## config.mk

```make
export PLATFORM = sky130hd
export DESIGN_NAME = cdu_pulse_arbiter
export DESIGN_NICKNAME = d
export VERILOG_FILES = /design/src/rtl/cdu_pulse_arbiter.sv
export SDC_FILE = /design/constraint.sdc
export NUM_CORES = 1
export LEC_CHECK = 0
export ABC_AREA = 1
export ABC_CLOCK_PERIOD_IN_PS = 15900
export CAP_MARGIN = 20
export CORE_ASPECT_RATIO = 0.9
export CORE_MARGIN = 2
export CORE_UTILIZATION = 55
export CTS_BUF_LIST = sky130_fd_sc_hd__clkbuf_16
export CTS_CLUSTER_DIAMETER = 60
export DETAILED_ROUTE_END_ITERATION = 16
export PLACE_DENSITY = 0.84
export SKIP_LAST_GASP = 1
export SYNTH_ARGS = -nofsm -noshare
export SYNTH_HDL_FRONTEND = slang
export SYNTH_SLANG_ARGS = --single-unit
```

## constraint.sdc

```tcl
create_clock -name CLOCKH -period 15.9 [get_ports CLOCKH]
set_clock_uncertainty 0.05 [all_clocks]
set_input_delay 3.18 -clock CLOCKH [delete_from_list [all_inputs] [get_ports CLOCKH]]
set_output_delay 3.18 -clock CLOCKH [all_outputs]
set_load 0.05 [all_outputs]
```

## src/rtl/cdu_pulse_arbiter.sv

```systemverilog
// cdu_pulse_arbiter: round-robin drain of per-axis CDU increment counts onto
// one AGC +/- pulse pair. Define CDU_PULSE_ARB_STATS_EN to add pulse_count.
module cdu_pulse_arbiter #(
  parameter int N_CHAN    = 5,
  parameter int ACC_W     = 6,
  parameter int PULSE_LEN = 1,
  parameter int GAP_LEN   = 1,
  localparam int CW = (N_CHAN > 1) ? $clog2(N_CHAN) : 1
) (
  input  logic              CLOCKH,
  input  logic              rst_n,
  input  logic              AGCZ,
  input  logic [N_CHAN-1:0] req_p,
  input  logic [N_CHAN-1:0] req_m,
  output logic              pulse_p,
  output logic              pulse_m,
  output logic [CW-1:0]     pulse_chan,
  output logic [N_CHAN-1:0] pending_nz,
  output logic [N_CHAN-1:0] ovf
`ifdef CDU_PULSE_ARB_STATS_EN
  ,
  output logic [15:0]       pulse_count
`endif
);

  typedef enum logic [1:0] {
    S_IDLE,
    S_PULSE,
    S_GAP
  } state_t;

  localparam int TMAX = (PULSE_LEN > GAP_LEN) ? PULSE_LEN : GAP_LEN;
  localparam int TW   = (TMAX > 1) ? $clog2(TMAX) : 1;
  localparam int SW   = ACC_W + 2;

  localparam logic signed [SW-1:0] LIM  = SW'((1 <<< (ACC_W - 1)) - 1);
  localparam logic signed [SW-1:0] NLIM = -LIM;
  localparam logic signed [SW-1:0] ONE  = SW'(1);

  state_t                   r_state;
  state_t                   w_state_nx;
  logic [TW-1:0]            r_cnt;
  logic [TW-1:0]            w_cnt_nx;
  logic [CW-1:0]            r_ptr;
  logic [CW-1:0]            w_ptr_nx;
  logic                     r_pp;
  logic                     w_pp_nx;
  logic                     r_pm;
  logic                     w_pm_nx;
  logic [CW-1:0]            r_chan;
  logic [CW-1:0]            w_chan_nx;

  logic signed [ACC_W-1:0]  r_acc    [N_CHAN];
  logic signed [ACC_W-1:0]  w_acc_nx [N_CHAN];
  logic signed [SW-1:0]     w_sum    [N_CHAN];
  logic [N_CHAN-1:0]        r_ovf;
  logic [N_CHAN-1:0]        w_ovf_nx;
  logic [N_CHAN-1:0]        r_pnz;
  logic [N_CHAN-1:0]        w_pnz_nx;
  logic [N_CHAN-1:0]        w_nz;

  logic                     w_found;
  logic [CW-1:0]            w_gidx;
  logic                     w_grant;
  logic                     w_neg;

  function automatic logic [CW-1:0] rr_idx(
    input logic [CW-1:0] p,
    input int            i
  );
    int s;
    s = int'(p) + i;
    if (s >= N_CHAN) s = s - N_CHAN;
    return CW'(s);
  endfunction

  always_comb begin
    for (int c = 0; c < N_CHAN; c++) begin
      w_nz[c] = (r_acc[c] != '0);
    end
  end

  // first nonzero channel at or after the pointer, wrapping
  always_comb begin
    w_found = 1'b0;
    w_gidx  = '0;
    for (int i = 0; i < N_CHAN; i++) begin
      if (!w_found && w_nz[rr_idx(r_ptr, i)]) begin
        w_found = 1'b1;
        w_gidx  = rr_idx(r_ptr, i);
      end
    end
  end

  assign w_grant = (r_state == S_IDLE) && w_found && !AGCZ;
  assign w_neg   = r_acc[w_gidx][ACC_W-1];

  always_comb begin
    w_ovf_nx = r_ovf;
    w_pnz_nx = '0;
    for (int c = 0; c < N_CHAN; c++) begin
      w_sum[c] = SW'(r_acc[c]);
      if (req_p[c]) w_sum[c] = w_sum[c] + ONE;
      if (req_m[c]) w_sum[c] = w_sum[c] - ONE;
      if (w_grant && (int'(w_gidx) == c)) begin
        if (w_neg) w_sum[c] = w_sum[c] + ONE;
        else       w_sum[c] = w_sum[c] - ONE;
      end
      if (w_sum[c] > LIM) begin
        w_acc_nx[c] = LIM[ACC_W-1:0];
        w_ovf_nx[c] = 1'b1;
      end else if (w_sum[c] < NLIM) begin
        w_acc_nx[c] = NLIM[ACC_W-1:0];
        w_ovf_nx[c] = 1'b1;
      end else begin
        w_acc_nx[c] = w_sum[c][ACC_W-1:0];
      end
      if (AGCZ) begin
        w_acc_nx[c] = '0;
        w_ovf_nx[c] = 1'b0;
      end
      w_pnz_nx[c] = (w_acc_nx[c] != '0);
    end
  end

  always_comb begin
    w_state_nx = r_state;
    w_cnt_nx   = r_cnt;
    w_ptr_nx   = r_ptr;
    w_pp_nx    = r_pp;
    w_pm_nx    = r_pm;
    w_chan_nx  = r_chan;
    unique case (r_state)
      S_IDLE: begin
        if (w_grant) begin
          w_state_nx = S_PULSE;
          w_cnt_nx   = '0;
          w_pp_nx    = !w_neg;
          w_pm_nx    = w_neg;
          w_chan_nx  = w_gidx;
          w_ptr_nx   = rr_idx(w_gidx, 1);
        end
      end
      S_PULSE: begin
        if (int'(r_cnt) >= PULSE_LEN - 1) begin
          w_pp_nx    = 1'b0;
          w_pm_nx    = 1'b0;
          w_cnt_nx   = '0;
          w_state_nx = (GAP_LEN > 0) ? S_GAP : S_IDLE;
        end else begin
          w_cnt_nx = r_cnt + 1'b1;
        end
      end
      S_GAP: begin
        if (int'(r_cnt) >= GAP_LEN - 1) begin
          w_cnt_nx   = '0;
          w_state_nx = S_IDLE;
        end else begin
          w_cnt_nx = r_cnt + 1'b1;
        end
      end
      default: begin
        w_state_nx = S_IDLE;
        w_cnt_nx   = '0;
      end
    endcase
    // zero command overrides any state; pulse_chan keeps its last value
    if (AGCZ) begin
      w_state_nx = S_IDLE;
      w_cnt_nx   = '0;
      w_ptr_nx   = '0;
      w_pp_nx    = 1'b0;
      w_pm_nx    = 1'b0;
    end
  end

  always_ff @(posedge CLOCKH or negedge rst_n) begin
    if (!rst_n) begin
      r_state <= S_IDLE;
      r_cnt   <= '0;
      r_ptr   <= '0;
      r_pp    <= 1'b0;
      r_pm    <= 1'b0;
      r_chan  <= '0;
      r_ovf   <= '0;
      r_pnz   <= '0;
      for (int c = 0; c < N_CHAN; c++) begin
        r_acc[c] <= '0;
      end
    end else begin
      r_state <= w_state_nx;
      r_cnt   <= w_cnt_nx;
      r_ptr   <= w_ptr_nx;
      r_pp    <= w_pp_nx;
      r_pm    <= w_pm_nx;
      r_chan  <= w_chan_nx;
      r_ovf   <= w_ovf_nx;
      r_pnz   <= w_pnz_nx;
      for (int c = 0; c < N_CHAN; c++) begin
        r_acc[c] <= w_acc_nx[c];
      end
    end
  end

  assign pulse_p    = r_pp;
  assign pulse_m    = r_pm;
  assign pulse_chan = r_chan;
  assign pending_nz = r_pnz;
  assign ovf        = r_ovf;

`ifdef CDU_PULSE_ARB_STATS_EN
  logic [15:0] r_pcnt;

  always_ff @(posedge CLOCKH or negedge rst_n) begin
    if (!rst_n) begin
      r_pcnt <= '0;
    end else if (AGCZ) begin
      r_pcnt <= '0;
    end else if (w_grant) begin
      r_pcnt <= r_pcnt + 16'd1;
    end
  end

  assign pulse_count = r_pcnt;
`endif

endmodule

```

# Word level (Yosys, flattened, before mapping)
# Index checks and enable logic that the tools add are counted.
# totals
inputBits,13
output_inout_bits,15
regBits,50
word_cells,207
# op_classes
reduce_logical,40
n_mux,91
eq_ne,6
bitwise,1
n_addsub,31
magnitude_cmp,22
# op_table
op,n
8-bit two-way mux,20
6-bit two-way mux,17
8-bit by 2-bit subtractor with 8-bit output (second input constant),10
6-bit nonzero test,10
3-bit two-way mux,14
8-bit by 2-bit adder with 8-bit output (second input constant),5
8-bit by 6-bit greater-than comparator with 1-bit output (second input constant),5
8-bit by 6-bit < comparator with 1-bit output (second input constant),5
6-bit by 2-bit adder with 7-bit output (second input constant),5
1-bit two-way mux,29
4-bit by 3-bit greater-or-equal comparator with 1-bit output (second input constant),5
3-bit by 4-bit < comparator with 1-bit output (second input constant),5
6-bit binary-select mux with 3-bit select,1
3-bit nonzero test,6
3-bit subtractor (second input constant),6
1-bit binary-select mux with 3-bit select,5
1-bit logical AND,11
3-bit equality test (second input constant),3
3-bit by 1-bit adder with 4-bit output (second input constant),2
3-bit by 2-bit adder with 4-bit output (second input constant),2
1-bit zero test,6
2-bit AND reduction,3
3-bit by 3-bit adder with 4-bit output (second input constant),1
4-bit greater-or-equal comparator (second input constant),1
other kinds (11),14

# Depth between registers and ports, before layout
# Gate-level depths: netlist (run 1).
# logic_depth
word_depth,28
depth_mapped,44
mapped_depth_nobuf,44

# Least setup slack after synthesis (run 1)
# Ideal clock, no wire load.
# synth_path
path_type,input -> register
from,input req_p[3]
to,"register r_pnz[3], in the netlist pending_nz[3]"
n_path_buf,0
setup_ns,0.065
path_stages,20
arrival_time_ns,6.048
slack_ns,9.737
required_ns,15.785
path_cell_list,o21ai_0 > inv_1 > ha_1 > o21ai_0 > inv_1 > fa_1 > o21ai_0 > a21oi_1 > o21ai_0 > xnor2_1 > o21ai_0 > nand2_1 > or2_1 > nand3_1 > nand2_1 > inv_1 > nand2_1 > nand2_1 > nor2_1 > nand2_1
# synth_via
elab_chain_cells,11
word_cells_on_any_way,13
cone_classes,3 x add/sub; 2 x order compare; 7 x mux; 1 x reduce/logical
# synth_rtl
item,line_no,source
"start, declared",13,"input logic [N_CHAN-1:0] req_p,"
8-bit two-way mux *,103,if (req_p[c]) w_sum[c] = w_sum[c] + ONE;
8-bit by 2-bit subtractor with 8-bit output,104,if (req_m[c]) w_sum[c] = w_sum[c] - ONE;
8-bit two-way mux *,104,
8-bit by 2-bit subtractor with 8-bit output or 8-bit by 2-bit adder with 8-bit output (tied branches),"107, 106",
8-bit two-way mux,106,if (w_neg) w_sum[c] = w_sum[c] + ONE;
8-bit two-way mux *,105,if (w_grant && (int'(w_gidx) == c)) begin
8-bit by 6-bit < comparator with 1-bit output,112,end else if (w_sum[c] < NLIM) begin
6-bit two-way mux,112,
6-bit two-way mux *,109,if (w_sum[c] > LIM) begin
6-bit two-way mux *,118,if (AGCZ) begin
6-bit nonzero test *,122,w_pnz_nx[c] = (w_acc_nx[c] != '0);
named net w_pnz_nx[3],59,logic [N_CHAN-1:0] w_pnz_nx;
"end signal, assigned",198,r_pnz <= w_pnz_nx;
"end, declared",58,logic [N_CHAN-1:0] r_pnz;
# Mark *: on every way through the listed nets, which the timed path passes. The rest lies on a longest branch.
# A chain may end at the register's enable or synchronous reset.

# Worst setup path after layout (run 1)
# layout_path
from,register r_ptr[0]
to,"register r_pnz[1], in the netlist pending_nz[1]"
# layout_via
elab_chain_cells,28
word_cells_on_any_way,63
cone_classes,9 x add/sub; 7 x order compare; 1 x eq/ne; 33 x mux; 1 x bitwise; 12 x reduce/logical
# layout_rtl
item,line_no,source
"start, declared",44,logic [CW-1:0] r_ptr;
"start signal, assigned",193,r_ptr <= w_ptr_nx;
branches (longest 16 deep; another with 3-bit by 1-bit adder with 4-bit output),--,
3-bit two-way mux *,88,"if (!w_found && w_nz[rr_idx(r_ptr, i)]) begin"
named net w_gidx[0],63,logic [CW-1:0] w_gidx;
3-bit NOT with 4-bit output (implied by the code),96,assign w_neg = r_acc[w_gidx][ACC_W-1];
6-bit binary-select mux with 3-bit select,96,
6-bit two-way mux (implied by the code) (2 in a row),96,
8-bit two-way mux,106,
8-bit two-way mux *,105,
8-bit by 6-bit < comparator with 1-bit output,112,
6-bit two-way mux,112,
6-bit two-way mux *,109,
6-bit two-way mux *,118,
6-bit nonzero test *,122,
named net w_pnz_nx[1],59,
# Mark *: on every way through the listed nets, which the timed path passes. The select of a mux whose other input is x is not followed.

==> metrics, run 1 <==
syn_area_per_cell 6.35 um^2; # nets final 1133; vias in the first global route 5891; PostCTS Resize Cnt 0; critical path's top delay family simple AND/OR/NAND/NOR gates; Worst Setup End Kind register; CP Max Fanout 25; router iterations before antenna repair 5; unrepaired setup endpoints after global routing false; DIE AREA 12800 um^2; Min-Delay Path Class register to register; area of the multi-input gates 4550 um^2; register area 1250 um^2; synthesis-to-finish area growth 8.28%; GRT Total Usage 24.3%; Synth Area in Compound Gates 12.2%; Max clock buf depth 2; CORE AREA 11500 um^2; Die Y 107 um; vias per cell 5.27; layout cell share with drive strength beyond 1 6.25%; Final Max Slew Viols 0; CP most frequent cell nand2_1; CTS Sinks 50; multiplexer area fraction after synthesis 0%; reg2reg setup slack 8880 ps; CTS Buf Count 5; Fillers 1057; simple logic cell fraction of the synthesized area 35.4%; Placer Congestion 0.922; max_cap viols 0; DRT antenna net count 0; hpwl dp 11.8 mm; antenna cells 0; most frequent cells in the layout nand2_1, inv_1, nand3_1; post-CTS setup buffers 0; mapped cell area 6540 um^2; Reg-to-Reg End pending_nz[1]$_DFF_PN0_; Critical Path RT 16020 ps; Synthesized Nets 1108; ys flop type dfrtp_1; Final Critical Period 7020 ps; Hold WS 489 ps; CP peak stage delay 610 ps; Worst Tran Pin Value 813 ps; I/O Buffers 27; r2r worst-path depth 41; Post-synth EDFFs 0; CP startpoint r_ptr[0]$_DFFE_PN0P_; First DRT Iteration DRCs 375; adder and majority gate portion of the synthesized area 13.1%; latest clock arrival within the worst-skew pair 290 ps; critical path arrival 7140 ps; vias 6388; CTS tree done; sequential area share after synthesis 19.1%; fin util 61.4%; most common library cell in the layout ignoring fill and taps nand2_1; Final Hold Vio Count 0; Synth cell types 46; setup TNS 0 ps; top-level port count 28; clock transition at the registers of the reported paths 70 ps; # hold bufs at CTS 0; die width 119 um; critical path startpoint category register; cell count after synthesis 1030; CP max-delay cell dfrtp_1; #FFs+latches synth 50; drc violations 0; Root Driver clkbuf_16; largest family of logic cells by synthesized area simple AND/OR/NAND/NOR gates; Slew HR 45.7%; final worst path period share 44.2%; reg2reg start r_ptr[0]$_DFFE_PN0P_; CTS H-tree lvls 2; Crit Path Category register to register; area share of xor/xnor cells in the synthesized design 8.82%; Finish-stage setup viols 0; FMAX 142 MHz; Congestion Overflow GR 0; antenna violations before repair 0; Cell Rows 37; total wire length 14.9 mm; ys async rst share 100%; initial core utilization 56.7%; Critical Path Sink pending_nz[1]$_DFF_PN0_; Hold Path Depth 2; outcome finished, final reports clean; crit path buf inv count 6; largest net degree at the start of global routing 51; per-cell routed wire length 12.3 um; Synth Warn # 0; cell count along the critical path 41; first-pass GRT wire length 26.0 mm
==> synth_stat cells (3+ instances only) <==
| cell | instances | area, um^2 |
|---|---|---|
| nand2_1 | 286 | 1070 |
| ha_1 | 59 | 738 |
| inv_1 | 161 | 604 |
| a21oi_1 | 42 | 210 |
| nand4_1 | 18 | 113 |
| xnor2_1 | 28 | 245 |
| nand3b_1 | 6 | 45.0 |
| nor2_2 | 4 | 25.0 |
| or2_2 | 5 | 31.3 |
| nand2_2 | 16 | 100 |
| or2_1 | 3 | 18.8 |
| dfrtp_1 | 50 | 1250 |
| o21ai_2 | 3 | 26.3 |
| a31oi_1 | 8 | 50.1 |
| fa_1 | 6 | 120 |
| nand3_1 | 95 | 475 |
| o21bai_1 | 9 | 67.6 |
| xor2_1 | 36 | 315 |
| o21ai_1 | 19 | 95.1 |
| nor2_1 | 66 | 248 |
| o21ai_0 | 48 | 240 |
| buf_6 | 4 | 45.0 |
| nand3_2 | 3 | 30.0 |
| nor3_1 | 12 | 60.1 |
| inv_2 | 14 | 52.6 |
==> worst min-delay path: stages (launching register included) <==
cell	delay (ps)
dfrtp_1	370
nand2_1	60
o21ai_0	70
==> through the flow <==
stage	worst slack, ps	instance area [um^2]	instances
after floorplan	9740	6540	1030
after global placement	8850	6940	1204
after detailed placement	8730	6940	1204
after CTS	9010	7080	1212
after global routing	8260	7080	1212
final	8880	7080	1212
==> cell type report <==
| type | count | area share (%) |
|---|---|---|
| Multi-Input combinational cell | 793 | 64.2 |
| Sequential cell | 50 | 17.7 |
| Inverter | 176 | 9.33 |
| Timing Repair Buffer | 29 | 3.96 |
| Tap cell | 156 | 2.76 |
| Clock buffer | 5 | 1.77 |
| Clock inverter | 3 | 0.318 |
==> cells by family after synthesis <==
group,Yosys count
simple gates,521
buf+inv,187
flops,50
fa+ha+maj,65
compound gates,142
xor+xnor,65
==> state kept, by name, summed over array words and instances, names as in the netlist <==
signal      count
ovf             5
pending_nz      5
pulse_chan      3
pulse_m         1
pulse_p         1
r_acc          30
r_ptr           3
r_state         2
==> how the worst min path moves through the flow <==
stage,startpoint,endpoint,slack [ps]
floorplan,r_state[0]$_DFFE_PN0P_,r_state[1]$_DFFE_PN0P_,460
global placement,pulse_chan[0]$_DFFE_PN0P_,pulse_chan[0]$_DFFE_PN0P_,470
detailed placement,pulse_chan[1]$_DFFE_PN0P_,pulse_chan[1]$_DFFE_PN0P_,480
CTS,r_state[1]$_DFFE_PN0P_,r_state[1]$_DFFE_PN0P_,500
global route,pulse_chan[0]$_DFFE_PN0P_,pulse_chan[0]$_DFFE_PN0P_,520
finish,pulse_chan[1]$_DFFE_PN0P_,pulse_chan[1]$_DFFE_PN0P_,490
==> layer usage <==
| layer | share of wire [%] | vias to the layer above | track usage (%) |
|---|---|---|---|
| met5 | 0 | - | 0 |
| met4 | 1.5 | 0 | 6.38 |
| met3 | 4.3 | 18 | 2.28 |
| met2 | 46 | 151 | 40.8 |
| met1 | 49 | 2854 | 33.6 |
| li1 | - | 3365 | - |
Power of run 1 is not shown: default switching activity piles up to over one toggle a cycle in this logic, so the estimate is an artifact.
==> run 2: changes to the inputs <==
ABC_CLOCK_PERIOD_IN_PS = 6250   (was 15900)
PLACE_DENSITY = 0.87   (was 0.84)
clock period = 6.25 ns   (was 15.9 ns; I/O delays follow)
==> run 2 against run 1 <==
- final area grew 1.2%
- non-clock buffer count grew 9
- sequential share of layout area shrank 0.19 points
- largest cell class unchanged
- highest routed layer unchanged
==> metrics, run 2 (synthesized netlist as in run 1, its figures left out) <==
Final Max Slew Viols 0; first-pass GRT wire length 27.0 mm; Reg-to-Reg End pending_nz[1]$_DFF_PN0_; most common library cell in the layout ignoring fill and taps nand2_1; critical path's top delay family simple AND/OR/NAND/NOR gates; DRT antenna net count 0; CTS Buf Count 5; Congestion Overflow GR 0; Final Critical Period 5770 ps; DIE AREA 12800 um^2; Crit Path Category register to register; Hold WS 448 ps; Slew HR 52.0%; clock transition at the registers of the reported paths 70 ps; Worst Setup End Kind register; CTS tree done; latest clock arrival within the worst-skew pair 300 ps; # nets final 1142; FMAX 173 MHz; Min-Delay Path Class register to register; Root Driver clkbuf_16; final worst path period share 92.4%; CP max-delay cell dfrtp_2; crit path buf inv count 7; Placer Congestion 0.913; Worst Hold Launch pulse_chan[2]$_DFFE_PN0P_; Critical Path RT 6390 ps; outcome finished, final reports clean; top-level port count 28; max reg flops 30; Die Y 107 um; per-cell routed wire length 12.9 um; antenna cells 0; # hold bufs at CTS 0; CTS Sinks 50; reg2reg start r_ptr[1]$_DFFE_PN0P_; GRT Total Usage 25.3%; pre-CTS setup slack 474 ps; r2r worst-path depth 36; Hold Path Depth 2; total wire length 15.7 mm; CP peak stage delay 420 ps; layout cell share with drive strength beyond 1 7.51%; Final Hold Vio Count 0; First DRT Iteration DRCs 546; Finish-stage setup viols 0; critical path arrival 5910 ps; hpwl dp 12.4 mm; vias in the first global route 6152; drc violations 0; setup TNS 0 ps; max_cap viols 0; Worst Tran Pin Value 716 ps; router iterations before antenna repair 5; reg2reg setup slack 480 ps; Fillers 992; Max clock buf depth 2; most frequent cells in the layout nand2_1, inv_1, nand3_1; Cell Rows 37; CORE AREA 11500 um^2; largest net degree at the start of global routing 36; vias per cell 5.40; CP Max Fanout 18; initial core utilization 56.7%; critical path startpoint category register; I/O Buffers 27; die width 119 um; CTS H-tree lvls 2; vias 6590; unrepaired setup endpoints after global routing false; Reg with most FFs r_acc; fin worst setup slack 478 ps; CP most frequent cell nand2_1; synthesis-to-finish area growth 9.56%; Hold EP pulse_chan[2]$_DFFE_PN0P_; antenna violations before repair 0
[run 2: timing repair]
item / 4_1_cts / 5_1_grt
setup buffers: 0 / 5
setup endpoints to repair: 0 / 25
resized for setup: 0 / 10
[run 2: worst max path at each step]
stage	startpoint	end	slack, ps	depth (start not counted)
6_report	r_ptr[1]$_DFFE_PN0P_	pending_nz[1]$_DFF_PN0_	480	36
5_1_grt	r_ptr[0]$_DFFE_PN0P_	pending_nz[3]$_DFF_PN0_	20	39
4_1_cts	r_ptr[0]$_DFFE_PN0P_	pending_nz[2]$_DFF_PN0_	460	41
3_5_place_dp	r_ptr[0]$_DFFE_PN0P_	pending_nz[2]$_DFF_PN0_	470	41
3_3_place_gp	r_ptr[0]$_DFFE_PN0P_	pending_nz[3]$_DFF_PN0_	610	40
2_1_floorplan	r_ptr[0]$_DFFE_PN0P_	pending_nz[3]$_DFF_PN0_	640	38
[run 2: cell type report]
| class | count | area, um^2 | share of cell area, % |
|---|---|---|---|
| timing repair buffer | 38 | 348 | 4.85 |
| clock buffer | 5 | 125 | 1.75 |
| sequential | 50 | 1250 | 17.5 |
| tap | 156 | 195 | 2.72 |
| clock inverter | 3 | 21.3 | 0.297 |
| multi-input combinational | 793 | 4560 | 63.6 |
| inverter | 176 | 667 | 9.31 |
[run 2: metrics by stage]
stage | area (um^2) | utilization, % | std cells
global route | 7170 | 62.2 | 1221
finish | 7170 | 62.2 | 1221
global placement | 6970 | 60.4 | 1208
detailed placement | 6970 | 60.4 | 1208
floorplan | 6540 | - | 1030
CTS | 7110 | 61.7 | 1216
[run 2: layer usage]
metal | track usage [%] | vias to the layer above | part of all wire, % | wire length [um]
met5 | 0 | - | 0 | 0
met4 | 8.42 | 0 | 1.8 | 281
met3 | 2.12 | 28 | 5.2 | 823
met2 | 43.5 | 198 | 46 | 7270
met1 | 33.8 | 3000 | 47 | 7340
li1 | - | 3364 | - | -
[run 2: tightest hold or removal path: stages, from the launching register on]
cell     delay, ps
dfrtp_1        350
nand2_1         50
o21ai_0         60
Power of run 2 is left out for the same reason.
==> run 3: changes to the inputs <==
SETUP_SLACK_MARGIN = 0.15   (was not set)
==> run 3 against run 2 <==
- worst hold slack about the same
- count of clock-buffer cells in the layout unchanged
- utilization increased by 0.26 points
- first-iteration DRC count fell by 5.7%
- wire length up 0.17%
- flip-flop and latch count unchanged
- fmax grew 1.7%
- worst setup slack gained 98 ps
- die area is the same
- global-route usage stayed put
- sequential share of layout area fell by 0.073 points
- critical path depth grew 2
- critical endpoint is now pending_nz[0]$_DFF_PN0_
- largest cell class unchanged
==> metrics, run 3 (synthesized netlist as in run 1, its figures left out) <==
outcome finished, final reports clean; r2r worst-path depth 38; Min-Delay Path Class register to register; GRT Total Usage 25.3%; # hold bufs at CTS 0; CP Max Fanout 18; FMAX 176 MHz; largest net degree at the start of global routing 36; setup TNS 0 ps; Hold Path Depth 2; Critical Path RT 6370 ps; cell count along the critical path 38; router iterations before antenna repair 5; First DRT Iteration DRCs 515; Hold EP pulse_chan[2]$_DFFE_PN0P_; Reg-to-Reg End pending_nz[0]$_DFF_PN0_; layout cell share with drive strength beyond 1 8.05%; Final Hold Vio Count 0; Worst Tran Pin Value 738 ps; DRT antenna net count 0; Placer Congestion 0.913; most frequent cells in the layout nand2_1, inv_1, nand3_1; CTS tree done; total wire length 15.7 mm; Root Driver clkbuf_16; critical path's top delay family simple AND/OR/NAND/NOR gates; Reg with most FFs r_acc; Cell Rows 37; max reg flops 30; reg2reg start r_ptr[0]$_DFFE_PN0P_; drc violations 0; vias in the first global route 6152; antenna violations before repair 0; critical path startpoint category register; Final Critical Period 5670 ps; vias per cell 5.37; critical path arrival 5800 ps; Worst Hold Launch pulse_chan[2]$_DFFE_PN0P_; CTS H-tree lvls 2; Fillers 984; Die Y 107 um; max_cap viols 0; Slew HR 50.5%; CTS Sinks 50; final worst path period share 90.8%; Finish-stage setup viols 0; die width 119 um; Max clock buf depth 2; I/O Buffers 27; first-pass GRT wire length 27.0 mm; Congestion Overflow GR 0; per-cell routed wire length 12.9 um; # nets final 1145; vias 6576; Crit Path Category register to register; CORE AREA 11500 um^2; initial core utilization 56.7%; hpwl dp 12.4 mm; crit path buf inv count 6; Worst Setup End Kind register; CP max-delay cell dfrtp_1; unrepaired setup endpoints after global routing true; most common library cell in the layout ignoring fill and taps nand2_1; DIE AREA 12800 um^2; latest clock arrival within the worst-skew pair 300 ps; CTS Buf Count 5; CP peak stage delay 410 ps; synthesis-to-finish area growth 10.0%; reg2reg setup slack 580 ps; Final Max Slew Viols 0; top-level port count 28; clock transition at the registers of the reported paths 70 ps; CP most frequent cell nand2_1; antenna cells 0
[run 3: changes by cell type in the layout (fill, tap and decap cells not counted), sizes merged]
cell | previous run | this run
buf | 12 | 15
[run 3: repair_timing]
| action | 4_1_cts | 5_1_grt |
|---|---|---|
| endpoints found under the setup margin | 0 | 36 |
| gates resized for setup | 0 | 16 |
| buffers inserted | 0 | 8 |
[run 3: worst min-delay path, stage by stage, from the launching register on]
cell and delay [ps]:
dfrtp_1 350, nand2_1 50, o21ai_0 60
[run 3: final cells by class]
class / instances / area (um^2) / area share (%)
multi-input cells: 793 / 4570 / 63.4
inverters: 176 / 667 / 9.27
flip-flops and latches: 50 / 1250 / 17.4
repair buffers: 41 / 370 / 5.15
clock inverters: 3 / 21.3 / 0.296
clock buffers: 5 / 125 / 1.74
well taps: 156 / 195 / 2.71
[run 3: through the flow]
step           hold WS (ps)  worst slack, ps  std cells  area, um^2  util, %
2_1_floorplan           458              635       1030        6540        -
3_3_place_gp            434              608       1208        6970     60.4
3_5_place_dp            446              474       1208        6970     60.4
4_1_cts                 454              456       1216        7110     61.7
5_1_grt                 508             80.4       1224        7200     62.4
6_report                448              576       1224        7200     62.4
[run 3: how the worst max path moves through the flow]
stage                         startpoint                      end  slack, ps
finish              r_ptr[0]$_DFFE_PN0P_  pending_nz[0]$_DFF_PN0_        580
CTS                 r_ptr[0]$_DFFE_PN0P_  pending_nz[2]$_DFF_PN0_        460
detailed placement  r_ptr[0]$_DFFE_PN0P_  pending_nz[2]$_DFF_PN0_        470
global placement    r_ptr[0]$_DFFE_PN0P_  pending_nz[3]$_DFF_PN0_        610
floorplan           r_ptr[0]$_DFFE_PN0P_  pending_nz[3]$_DFF_PN0_        640
global route        r_ptr[0]$_DFFE_PN0P_  pending_nz[3]$_DFF_PN0_         80
[run 3: metal layers]
layer,track usage [%],part of all wire [%]
met5,0,0
met2,43.5,47
met4,8.42,1.6
met1,33.8,46
met3,2.12,6.1
Power of run 3 is left out for the same reason.
